$ cat src/rtl/benes_pkg.sv
// Shared helpers for the pipelined Benes network: stage count, config width
// and the switch-to-lane mapping of every column.
package benes_pkg;

    function automatic int num_stages(input int log2p);
        return 2 * log2p - 1;
    endfunction

    function automatic int cfg_width(input int log2p);
        return (2 * log2p - 1) * (1 << (log2p - 1));
    endfunction

    // Bit position that distinguishes the two lanes of a switch in stage s.
    function automatic int stage_bit(input int s, input int log2p);
        return (s < log2p) ? (log2p - 1 - s) : (s - log2p + 1);
    endfunction

    function automatic int stage_dist(input int s, input int log2p);
        return 1 << stage_bit(s, log2p);
    endfunction

    // k-th lane (ascending) whose stage bit is 0: insert a 0 at that bit of k.
    function automatic int pair_lane(input int s, input int k, input int log2p);
        int b;
        b = stage_bit(s, log2p);
        return ((k >> b) << (b + 1)) | (k & ((1 << b) - 1));
    endfunction

endpackage

$ cat src/rtl/benes_stage.sv
// One Benes column of P/2 switches followed by a pipeline register that also
// carries the select bits still needed by later columns.
module benes_stage
    import benes_pkg::*;
#(
    parameter  int N     = 32,
    parameter  int LOG2P = 2,
    parameter  int STAGE = 0,
    localparam int P     = 1 << LOG2P,
    localparam int HALF  = P / 2,
    localparam int S     = num_stages(LOG2P),
    localparam int SI_W  = (S - STAGE) * HALF,
    localparam int SO_W  = (STAGE < S - 1) ? SI_W - HALF : 1
) (
    input  logic            clk,
    input  logic            rst_n,
    input  logic            adv,
    input  logic            valid_in,
    input  logic [P*N-1:0]  data_in,
    input  logic [SI_W-1:0] sel_in,
    output logic            valid_q,
    output logic [P*N-1:0]  data_q,
    output logic [SO_W-1:0] sel_q
);

    logic [N-1:0]   lane_sw [P];
    logic [P*N-1:0] data_sw;

    for (genvar k = 0; k < HALF; k++) begin : g_sw
        localparam int A = pair_lane(STAGE, k, LOG2P);
        localparam int B = A + stage_dist(STAGE, LOG2P);
        crbar2 #(.N(N)) u_sw (
            .sel   (sel_in[k]),
            .a_in  (data_in[A*N +: N]),
            .b_in  (data_in[B*N +: N]),
            .a_out (lane_sw[A]),
            .b_out (lane_sw[B])
        );
    end

    for (genvar i = 0; i < P; i++) begin : g_pack
        assign data_sw[i*N +: N] = lane_sw[i];
    end

    // NOTE: sequential state uses non-blocking assignments so every column
    // samples its predecessor's pre-edge value and the pipeline shifts as one.
    always_ff @(posedge clk or negedge rst_n) begin
        if (!rst_n) begin
            valid_q <= 1'b0;
            data_q  <= '0;
        end else if (adv) begin
            valid_q <= valid_in;
            data_q  <= valid_in ? data_sw : '0;
        end
    end

    if (STAGE < S - 1) begin : g_sel
        always_ff @(posedge clk or negedge rst_n) begin
            if (!rst_n)
                sel_q <= '0;
            else if (adv)
                sel_q <= valid_in ? sel_in[SI_W-1:HALF] : '0;
        end
    end else begin : g_last
        assign sel_q = '0;
    end

endmodule

$ cat src/rtl/crbar2.sv
// 2x2 crossbar switch: straight when sel=0, swapped when sel=1.
module crbar2 #(
    parameter int N = 32
) (
    input  logic         sel,
    input  logic [N-1:0] a_in,
    input  logic [N-1:0] b_in,
    output logic [N-1:0] a_out,
    output logic [N-1:0] b_out
);

    assign a_out = sel ? b_in : a_in;
    assign b_out = sel ? a_in : b_in;

endmodule

$ cat src/rtl/benes_pipe_net.sv
// Pipelined Benes permutation network: each vector carries its own switch
// selects through the columns, so reconfiguration never needs a flush.
module benes_pipe_net
    import benes_pkg::*;
#(
    parameter  int N     = 32,
    parameter  int Q     = 15,
    parameter  int LOG2P = 2,
    localparam int P     = 1 << LOG2P,
    localparam int HALF  = P / 2,
    localparam int S     = num_stages(LOG2P),
    localparam int W     = cfg_width(LOG2P)
) (
    input  logic           clk,
    input  logic           rst_n,
    input  logic           in_valid,
    output logic           in_ready,
    input  logic [P*N-1:0] in_data,
    input  logic           cfg_we,
    input  logic [W-1:0]   cfg_bits,
    output logic           out_valid,
    input  logic           out_ready,
    output logic [P*N-1:0] out_data,
    output logic [W-1:0]   cfg_q
);

    if (LOG2P < 1 || Q < 0 || Q >= N) begin : g_bad_params
        $error("benes_pipe_net: need LOG2P >= 1 and 0 <= Q < N");
    end

    logic           adv;
    logic           accept;
    logic [W-1:0]   cfg_sel;
    logic           v_chain [S+1];
    logic [P*N-1:0] d_chain [S+1];
    logic [HALF-1:0] sel_tail_unused;

    assign adv      = !out_valid || out_ready;
    assign in_ready = adv;
    assign accept   = in_valid && adv;
    // A config written alongside a vector applies to that vector.
    assign cfg_sel  = cfg_we ? cfg_bits : cfg_q;

    always_ff @(posedge clk or negedge rst_n) begin
        if (!rst_n)
            cfg_q <= '0;
        else if (cfg_we)
            cfg_q <= cfg_bits;
    end

    assign v_chain[0] = accept;
    assign d_chain[0] = in_data;

    for (genvar s = 0; s < S; s++) begin : g_stage
        localparam int SI_W = (S - s) * HALF;
        localparam int SO_W = (s < S - 1) ? SI_W - HALF : 1;
        logic [SI_W-1:0] s_in;
        logic [SO_W-1:0] s_q;

        if (s == 0) begin : g_head
            assign s_in = cfg_sel;
        end else begin : g_link
            assign s_in = g_stage[s-1].s_q;
        end

        benes_stage #(.N(N), .LOG2P(LOG2P), .STAGE(s)) u_stage (
            .clk      (clk),
            .rst_n    (rst_n),
            .adv      (adv),
            .valid_in (v_chain[s]),
            .data_in  (d_chain[s]),
            .sel_in   (s_in),
            .valid_q  (v_chain[s+1]),
            .data_q   (d_chain[s+1]),
            .sel_q    (s_q)
        );
    end

    assign sel_tail_unused = HALF'(g_stage[S-1].s_q);
    assign out_valid       = v_chain[S];
    assign out_data        = d_chain[S];

endmodule

$ cat config.mk
export PLATFORM = sky130hd
export DESIGN_NAME = benes_pipe_net
export DESIGN_NICKNAME = d
export VERILOG_FILES = /design/src/rtl/benes_pkg.sv /design/src/rtl/benes_stage.sv /design/src/rtl/crbar2.sv /design/src/rtl/benes_pipe_net.sv
export SDC_FILE = /design/constraint.sdc
export NUM_CORES = 1
export LEC_CHECK = 0
export CAP_MARGIN = 5
export CORE_ASPECT_RATIO = 1.1
export CORE_UTILIZATION = 43
export CTS_CLUSTER_DIAMETER = 60
export CTS_CLUSTER_SIZE = 28
export DETAILED_ROUTE_END_ITERATION = 12
export PLACE_DENSITY_LB_ADDON = 0.15
export SLEW_MARGIN = 15
export SYNTH_ARGS = -nofsm -noshare
export SYNTH_HDL_FRONTEND = slang
export SYNTH_SLANG_ARGS = --single-unit
$ cat constraint.sdc
create_clock -name clk -period 2.7 [get_ports clk]
set_input_delay 0.54 -clock clk [delete_from_list [all_inputs] [get_ports clk]]
set_output_delay 0.54 -clock clk [all_outputs]
set_load 0.02 [all_outputs]
==> flow_summary_export.csv, run 1 <==
group,metric,value,unit
floorplanning,initial_utilization,43.92,%
global_route,track_usage,20.97,%
timing,finalWorstSetupSlack,0.3968,ns
synth,synth_warnings,0,
synth,netlist_instances,1845,
final_layout,number_of_fill_cells,3997,
clock_tree,clock_insertion_delay_at_the_later_pin_of_the_skew_report,0.55,ns
synth,post-synth-top-area-fraction,51.98,%
outcome,run_status,"finished, final reports clean",
floorplanning,pin_count,275,
final_layout,finish.instance_area,0.02278,mm²
clock_tree,max-clock-path-buffers,3,
place,post_dp_cell_area,0.02155,mm²
drt,initialDrtViolationCount,661,
drt,finalWirelength,47190,µm
timing,worst_max_slew_margin_expressed_relative_to_the_limit,53.14,%
place,placement.io_buffers,274,
final_layout,drive_above_1_share,6.272,%
synth,total_standard_cell_area_after_synthesis,0.01921,mm²
timing,final-max-slew-violation-count,0,
critical_path,worst-path-buf-inv,2,
critical_path,setup.worst_path.end_class,"output port",
timing,final_hold_viol_count,0,
critical_path,critical_path_data_required_time,2.16,ns
drt,drt_pass1_iterations,5,
timing,worst_slew_pin_slew,0.7029,ns
synth,synth-seq-area-share,51.98,%
timing,final.period_utilization,85.31,%
critical_path,slowest_delay,0.53,ns
drt,postRouteAntennaNets,0,
critical_path,worstReg2RegStart,"g_stage[2].u_stage.valid_q",
place,gp_congestion,0.7952,
clock_tree,clock_sink_count,399,
critical_path,startpoint_type,"flip-flop",
timing,finalSetupTns,0,ns
synth,synth.largest_area_cell,"dfrtp_1",
critical_path,r2r_cells,5,
pwr,power.ir.vdd_worst,0.0004487,V
final_layout,layout_commonest_cell,"nand2_1",
worst_hold_path,hold_path.startpoint,"g_stage[2].u_stage.data_q[109]",
final_layout,synthToLayoutAreaGrowth,18.58,%
synth,postSynthRegisterBits,399,
clock_tree,cts_clk_pin_slew_worst_paths,0.08,ns
critical_path,setup.worst_path.start,"g_stage[2].u_stage.valid_q",
worst_hold_path,timing.hold.worst.class,"reg -> reg",
pwr,power_per_cell_area,792.4,mW/mm²
timing,final.setup_skew,0.03111,ns
floorplanning,die_height,223.7,µm
final_layout,layout.cells.non_filler,2536,
drt,drc,0,
clock_tree,cts_tree,"yes",
critical_path,worstPathCellList,"nor2b_4 -> clkinv_2 -> clkdlybuf4s50_1",
clock_tree,cts_post_setup_buffers_inserted,0,
clock_tree,htree_levels,2,
global_route,first_global_vias,13398,
synth,netlist-cell-type-count,22,
timing,rsz0062_at_grt,"no",
timing,timing.fmax,0.4342,GHz
floorplanning,num_rows,80,
synth,nets_in_the_synthesized_netlist,1984,
drt,avgRoutedWirePerCell,18.61,µm
global_route,initial_antenna_violation_count,2,
timing,setup_violations,0,
drt,detailroute.via_count,13244,
floorplanning,coreArea,0.04374,mm²
place,place_hpwl,31040,µm
critical_path,critPathTopFamily,"buffers and inverters",
critical_path,cp_slowest_cell,"clkdlybuf4s50_1",
clock_tree,post_cts_resized,0,
final_layout,layout_common_cells,"nand2_1, dfrtp_1, mux2i_1, clkdlybuf4s50_1, o21ai_0",
final_layout,final_net_count,2075,
place,dp_cells,2473,
drt,route.detailed.vias_per_inst,5.222,
pwr,cellLeakagePower,0.009602,µW
floorplanning,die_width,203.5,µm
clock_tree,postCtsHoldBufs,1,
clock_tree,cts_root_buf,"clkbuf_16",
critical_path,cp.arrival,1.76,ns
floorplanning,fp.dieArea,0.04552,mm²
global_route,largest_net_degree_at_the_start_of_global_routing,151,
clock_tree,tritoncts.num_buffers,34,
worst_hold_path,worst_hold_stages,2,
timing,period_minus_slack,2.303,ns
critical_path,cp_max_fo,2,
global_route,grt_pass1_wl,74800,µm
synth,ys_top_cells_by_area,"dfrtp_1, mux2i_1, nand2_1",
synth,syn_area_per_cell,10.41,µm²
critical_path,worst-path-stages,3,
place,dp_slack,0.1798,ns
critical_path,worst-setup-path-type,"reg -> out",
flow_run,maxCapViolations,0,
global_route,grt-ovfl-total,0,
## sequential cells by signal (all words and copies together), names as in the netlist
register / count
g_stage.u_stage.data_q: 384
cfg_q: 6
g_stage.u_stage.sel_q: 6
g_stage.u_stage.valid_q: 3
## cell usage after synthesis (all sizes together)
library cell and count:
buf 186, clkbuf 72, clkinv 1, dfrtp 399, inv 2, mux2 4
mux2i 386, nand2 403, nand2b 1, nand3 6, nor2b 1, o21ai 384
## per-stage QoR
step | hold WS, ns | util, % | total power, µW
global placement | 0.4558 | 49.27 | 12800
global route | 0.5087 | 52.07 | 19020
detailed placement | 0.4607 | 49.27 | 12920
CTS | 0.4793 | 52.07 | 18280
floorplan | 0.2444 | - | 11210
finish | 0.4783 | 52.07 | 18050
## final timing paths
kind / to / slack [ns]
worst max-delay path: in_ready / 0.40
worst min-delay path: g_stage[2].u_stage.data_q[109] / 0.48
worst max register to register: g_stage[2].u_stage.data_q[76] / 0.81
worst min register to register: g_stage[2].u_stage.data_q[109] / 0.48
max in group asynchronous: g_stage[0].u_stage.data_q[19] / 1.39
min in group asynchronous: g_stage[2].u_stage.data_q[35] / 0.52
## worst register-to-register path: cells and delay by family (launching register included)
kind	cells	cell delay, ns
flops	1	0.42
buf+inv	2	0.83
compound gates	1	0.10
simple gates	2	0.47
## layer usage
metal	track usage [%]	vias up	wire length, µm
li1	-	6361	-
met1	28.33	6559	21690
met2	34.75	253	22440
met3	3.346	69	1902
met4	5.991	2	1145
met5	0	-	16
## area by class of cell
type                    instances  area [µm²]  area share, %
clock inverters                22       271.5          1.192
multi-input cells            1185        7475          32.82
clock buffers                  39       943.4          4.142
diodes                          1       2.502        0.01099
flip-flops and latches        399       10000          43.90
well taps                     574       718.2          3.153
repair buffers                313        3356          14.73
inverters                       3       12.51        0.05493
## kinds of logic after synthesis
group	count (synthesis)	synth area share, %
compound gates	384	10.18
flops	399	51.98
buf+inv	261	9.151
simple gates	411	8.213
mux	390	20.48
## power breakdown
part           internal (µW)  leakage [µW]  switching [µW]  total, µW
logic                   2030       0.00367            2720       4750
clock network           2770      0.000590            2560       5330
registers               7050       0.00534             927       7970
(Power assumes the default switching activity.)
==> run 2: changes to the inputs <==
- ABC_AREA: default -> 1
- TNS_END_PERCENT: default -> 100
==> flow_summary_export.csv, run 2 <==
group,metric,value,unit
outcome,run_status,"finished, final reports clean",
final_layout,drive_above_1_share,3.830,%
pwr,netSwitchingFraction,36.69,%
global_route,grt-ovfl-total,0,
place,place_hpwl,44150,µm
synth,synth.largest_area_cell,"dfrtp_1",
pwr,p_int,11530,µW
timing,timing.fmax,0.4229,GHz
clock_tree,cts_tree,"yes",
synth,nets_in_the_synthesized_netlist,3092,
drt,detailroute.via_count,18393,
critical_path,startpoint_type,"flip-flop",
pwr,pwr-share-clk,28.3,%
critical_path,setup.worst_path.end_class,"output port",
synth,total_standard_cell_area_after_synthesis,0.02132,mm²
place,dp_cells,3597,
place,placement.io_buffers,274,
clock_tree,tritoncts.num_buffers,31,
critical_path,cp.arrival,1.82,ns
final_layout,layout.cells.non_filler,3655,
global_route,track_usage,24.52,%
synth,synth-seq-area-share,46.82,%
floorplanning,coreArea,0.04892,mm²
final_layout,top_register,"g_stage.u_stage.data_q",
timing,finalSetupTns,0,ns
final_layout,final_net_count,3118,
floorplanning,fp.dieArea,0.05049,mm²
clock_tree,cts_root_buf,"clkbuf_16",
drt,postRouteAntennaNets,0,
final_layout,layout_common_cells,"nand2_1, dfrtp_1, inv_1, nand3_1, clkdlybuf4s50_1",
pwr,report.power.total,18200,µW
final_layout,layout_commonest_cell,"nand2_1",
final_layout,synthToLayoutAreaGrowth,16.09,%
worst_hold_path,timing.hold.worst.class,"in -> async",
drt,avgRoutedWirePerCell,16.91,µm
synth,ys_top_cells_by_area,"dfrtp_1, nand2_1, nand3_1",
timing,worst_max_slew_margin_expressed_relative_to_the_limit,52.35,%
pwr,power.ir.vdd_worst,0.0005436,V
synth,synth_enable_flop_cells,0,
timing,final.period_utilization,87.58,%
critical_path,cp_max_fo,2,
pwr,power_per_cell_area,735.4,mW/mm²
global_route,first_global_vias,16998,
pwr,comb_power_share,28.3,%
timing,final-max-slew-violation-count,0,
clock_tree,clock_sink_count,399,
flow_run,maxCapViolations,0,
synth,yosys_most_used_dff,"dfrtp_1",
drt,drt_pass1_iterations,6,
synth,syn_area_per_cell,7.221,µm²
synth,post_synth_most_frequent_cells,"nand2_1, dfrtp_1, inv_1",
timing,rsz0062_at_grt,"no",
timing,setup_violations,0,
critical_path,worst-setup-path-type,"reg -> out",
synth,fraction_of_registers_with_async_set_or_reset_after_synthesis,100.0,%
drt,initialDrtViolationCount,1803,
synth,post-synth-top-area-fraction,46.82,%
final_layout,biggestRegsByFlops,"g_stage.u_stage.data_q: 384 flops, cfg_q: 6 flops, g_stage.u_stage.sel_q: 6 flops",
clock_tree,htree_levels,1,
drt,drc,0,
floorplanning,die_width,214.3,µm
synth,postSynthRegisterBits,399,
clock_tree,postCtsHoldBufs,1,
final_layout,fin_util,50.60,%
synth,yosys.cell_count.top_type,"nand2_1",
synth,netlist-cell-type-count,17,
global_route,initial_antenna_violation_count,2,
final_layout,diodes,0,
global_route,largest_net_degree_at_the_start_of_global_routing,135,
final_layout,number_of_fill_cells,4761,
place,dp_slack,0.3495,ns
synth,netlist_instances,2953,
synth,synth_warnings,0,
timing,final.setup_skew,0.01625,ns
timing,finalWorstSetupSlack,0.3354,ns
floorplanning,pin_count,275,
floorplanning,initial_utilization,43.59,%
place,gp_congestion,0.8670,
clock_tree,max-clock-path-buffers,3,
timing,period_minus_slack,2.365,ns
drt,route.detailed.vias_per_inst,5.032,
pwr,netSwitchingPower,6679,µW
clock_tree,post_cts_resized,0,
pwr,cellLeakagePower,0.01209,µW
pwr,part_of_the_power_in_registers,43.4,%
clock_tree,clock_insertion_delay_at_the_later_pin_of_the_skew_report,0.60,ns
clock_tree,cts_clk_pin_slew_worst_paths,0.07,ns
timing,worst_slew_pin_slew,0.7073,ns
global_route,grt_pass1_wl,98480,µm
drt,finalWirelength,61810,µm
timing,final_hold_viol_count,0,
clock_tree,cts_post_setup_buffers_inserted,0,
floorplanning,num_rows,85,
critical_path,critical_path_data_required_time,2.16,ns
floorplanning,die_height,235.6,µm
final_layout,largest_register_ffs,384,
## run 2: changes by cell type in the layout (fill, tap and decap cells not counted), sizes merged, moves of 2 or more
cell / previous run / this run
buf: 39 / 41
bufinv: 1 / 5
clkbuf: 39 / 34
clkinv: 8 / 10
inv: 14 / 402
mux2: 4 / 0
mux2i: 386 / 0
nand2: 403 / 1058
nand3: 6 / 384
nor2: 0 / 4
o21ai: 384 / 389
## run 2: worst paths after layout
| check | startpoint | endpoint | slack, ns | cells past startpoint |
|---|---|---|---|---|
| setup / recovery | g_stage[2].u_stage.valid_q | in_ready | 0.34 | 4 |
| hold / removal | rst_n | g_stage[2].u_stage.data_q[93] | 0.48 | 2 |
| setup reg to reg | g_stage[0].u_stage.sel_q[1] | g_stage[1].u_stage.data_q[95] | 0.85 | 4 |
| hold reg to reg | g_stage[2].u_stage.data_q[60] | g_stage[2].u_stage.data_q[60] | 0.48 | 2 |
| max in group asynchronous | rst_n | g_stage[0].u_stage.data_q[71] | 1.42 | 3 |
| min in group clk | g_stage[2].u_stage.data_q[60] | g_stage[2].u_stage.data_q[60] | 0.48 | 2 |
## run 2: metrics by stage
step | hold WS (ns) | instance area (µm²)
floorplan | 0.2444 | 21320
global placement | 0.4637 | 23600
detailed placement | 0.4661 | 23600
CTS | 0.4854 | 24760
global route | 0.5055 | 24760
finish | 0.4774 | 24760
## run 2: worst max-delay path: stages, from the launching register on
cell and delay, ns:
dfrtp_1 0.39, inv_1 0.09, nor2_4 0.05, inv_4 0.06
clkdlybuf4s50_1 0.63
## run 2: cell type report
cell class              count  area (µm²)  area share (%)
flip-flops and latches    399       10000           40.39
multi-input cells        1836        7913           31.96
repair buffers            315        3396           13.72
inverters                 396        1489           6.014
well taps                 652       815.8           3.295
clock buffers              34       807.0           3.260
clock inverters            23       336.6           1.360
## run 2: logic make-up after synthesis
| family | after synthesis | share of synthesized area [%] |
|---|---|---|
| and+or+nand+nor | 1446 | 27.82 |
| buffers and inverters | 718 | 16.19 |
| DFF | 399 | 46.82 |
| AOI/OAI and AO/OA | 390 | 9.165 |
## run 2: power groups by stage
| stage | Clock [µW] | Sequential (µW) | Combinational (µW) |
|---|---|---|---|
| final | 5150 | 7900 | 5150 |
| after global routing | 5450 | 8050 | 5730 |
| after CTS | 5250 | 7890 | 5160 |
| after detailed placement | 0 | 8000 | 5140 |
| after global placement | 0 | 7970 | 5070 |
| after floorplan | 0 | 7600 | 3720 |
## run 2: layer usage
| layer | track usage (%) | vias to the layer above | part of all wire [%] | wire (µm) |
|---|---|---|---|---|
| met3 | 3.101 | 58 | 7.1 | 4360 |
| met5 | 0 | - | 0.044 | 27 |
| met2 | 34.88 | 675 | 41 | 25450 |
| met1 | 39.43 | 8577 | 50 | 31020 |
| li1 | - | 9079 | - | - |
| met4 | 4.784 | 4 | 1.5 | 949 |
==> run 3: changes to the inputs <==
- ABC_AREA: 1 -> default
- CTS_CLUSTER_DIAMETER: 60 -> default
- SLEW_MARGIN: 15 -> default
==> flow_summary_export.csv, run 3 (synthesis gave the netlist of run 1 again) <==
group,metric,value,unit
outcome,run_status,"finished, final reports clean",
floorplanning,num_rows,80,
floorplanning,die_height,223.7,µm
clock_tree,htree_levels,2,
final_layout,layout_common_cells,"nand2_1, dfrtp_1, mux2i_1, clkdlybuf4s50_1, o21ai_0",
clock_tree,post_cts_resized,0,
timing,period_minus_slack,2.326,ns
worst_hold_path,timing.hold.worst.class,"reg -> reg",
place,post_dp_cell_area,0.02155,mm²
timing,setup_violations,0,
floorplanning,coreArea,0.04374,mm²
final_layout,synthToLayoutAreaGrowth,19.34,%
final_layout,area_used_by_multi_input_combinational_logic,0.007475,mm²
global_route,track_usage,21.09,%
worst_hold_path,worst_hold_stages,2,
pwr,power_per_cell_area,806.7,mW/mm²
final_layout,drive_above_1_share,6.278,%
timing,timing.fmax,0.4300,GHz
clock_tree,max-clock-path-buffers,3,
final_layout,final_net_count,2085,
final_layout,biggestRegsByFlops,"g_stage.u_stage.data_q: 384 flops, cfg_q: 6 flops, g_stage.u_stage.sel_q: 6 flops",
floorplanning,fp.dieArea,0.04552,mm²
drt,route.detailed.vias_per_inst,5.196,
clock_tree,cts_clk_pin_slew_worst_paths,0.06,ns
timing,final.period_utilization,86.13,%
final_layout,finish.instance_area,0.02293,mm²
floorplanning,die_width,203.5,µm
critical_path,worst-setup-path-type,"reg -> out",
drt,initialDrtViolationCount,761,
critical_path,setup.worst_path.end_class,"output port",
drt,drt_pass1_iterations,5,
global_route,grt-ovfl-total,0,
floorplanning,pin_count,275,
timing,finalSetupTns,0,ns
timing,worst_max_slew_margin_expressed_relative_to_the_limit,53.15,%
global_route,grt_pass1_wl,75180,µm
critical_path,cp.arrival,1.79,ns
final_layout,layout_commonest_cell,"nand2_1",
critical_path,startpoint_type,"flip-flop",
global_route,first_global_vias,13514,
critical_path,cp_slowest_cell,"clkdlybuf4s50_1",
timing,worst_slew_pin_slew,0.7028,ns
clock_tree,clock_sink_count,399,
critical_path,cp_max_fo,2,
drt,detailroute.via_count,13254,
timing,final_hold_viol_count,0,
critical_path,worst-path-stages,3,
final_layout,layout.area.seq,0.01000,mm²
timing,rsz0062_at_grt,"no",
critical_path,worst-path-buf-inv,2,
drt,drc,0,
pwr,cellLeakagePower,0.009679,µW
critical_path,worstPathCellList,"nor2b_4 -> clkinv_2 -> clkdlybuf4s50_1",
global_route,largest_net_degree_at_the_start_of_global_routing,151,
final_layout,largest_register_ffs,384,
floorplanning,initial_utilization,43.92,%
drt,avgRoutedWirePerCell,18.66,µm
clock_tree,cts_tree,"yes",
flow_run,maxCapViolations,0,
timing,final-max-slew-violation-count,0,
final_layout,top_register,"g_stage.u_stage.data_q",
critical_path,r2r_cells,5,
critical_path,slowest_delay,0.53,ns
timing,finalWorstSetupSlack,0.3744,ns
critical_path,critical_path_data_required_time,2.16,ns
pwr,power.ir.vdd_worst,0.0004659,V
global_route,initial_antenna_violation_count,4,
final_layout,number_of_fill_cells,4015,
clock_tree,clock_insertion_delay_at_the_later_pin_of_the_skew_report,0.55,ns
critical_path,critPathTopFamily,"buffers and inverters",
timing,final.setup_skew,0.01697,ns
drt,finalWirelength,47590,µm
clock_tree,tritoncts.num_buffers,44,
place,dp_slack,0.1798,ns
clock_tree,cts_root_buf,"clkbuf_16",
drt,postRouteAntennaNets,0,
place,place_hpwl,31040,µm
place,placement.io_buffers,274,
place,gp_congestion,0.7952,
[run 3: through the flow]
stage               cells  power [µW]  hold WS, ns  util, %
finish               2551       18490       0.4741    52.41
detailed placement   2473       12920       0.4607    49.27
global placement     2473       12800       0.4558    49.27
global route         2551       19450       0.5046    52.41
CTS                  2549       18710       0.4753    52.40
floorplan            1845       11210       0.2444        -
[run 3: layout make-up]
type	count	share of cell area (%)
inverter	3	0.05458
antenna	2	0.02183
multi-input combinational	1185	32.60
timing repair buffer	313	14.64
clock buffer	67	5.621
tap	574	3.133
clock inverter	8	0.3111
sequential	399	43.62
[run 3: final timing paths]
kind / start / to / slack (ns)
max: g_stage[2].u_stage.valid_q / in_ready / 0.37
max in group asynchronous: rst_n / g_stage[2].u_stage.data_q[83] / 1.39
max reg2reg: g_stage[2].u_stage.valid_q / g_stage[2].u_stage.data_q[76] / 0.78
min: g_stage[2].u_stage.data_q[109] / g_stage[2].u_stage.data_q[109] / 0.47
min reg2reg: g_stage[2].u_stage.data_q[109] / g_stage[2].u_stage.data_q[109] / 0.47
min in group asynchronous: rst_n / g_stage[2].u_stage.data_q[35] / 0.51
[run 3: where the power goes]
| group | switching, µW | total (µW) | internal [µW] |
|---|---|---|---|
| sequential | 932 | 7990 | 7060 |
| clock | 2380 | 5750 | 3370 |
| combinational | 2720 | 4750 | 2030 |
| total | 6040 | 18500 | 12500 |
[run 3: layer usage]
layer / share of wire, % / up-vias / global-route usage [%]
met3: 4.1 / 82 / 3.491
met4: 2.6 / 4 / 6.840
met1: 46 / 6530 / 28.33
met5: 0.065 / - / 0
met2: 48 / 265 / 34.67
li1: - / 6373 / -
[run 3: tightest hold or removal path, delay by kind of cell, from the launching register on]
kind | cells | cell delay, ns
compound gates | 1 | 0.06
simple gates | 1 | 0.04
flops | 1 | 0.34
[run 3: repair_timing]
action / 4_1_cts / 5_1_grt
buffers inserted: 0 / 0
hold buffers: 1 / 0
hold endpoints to repair: 41 / 0
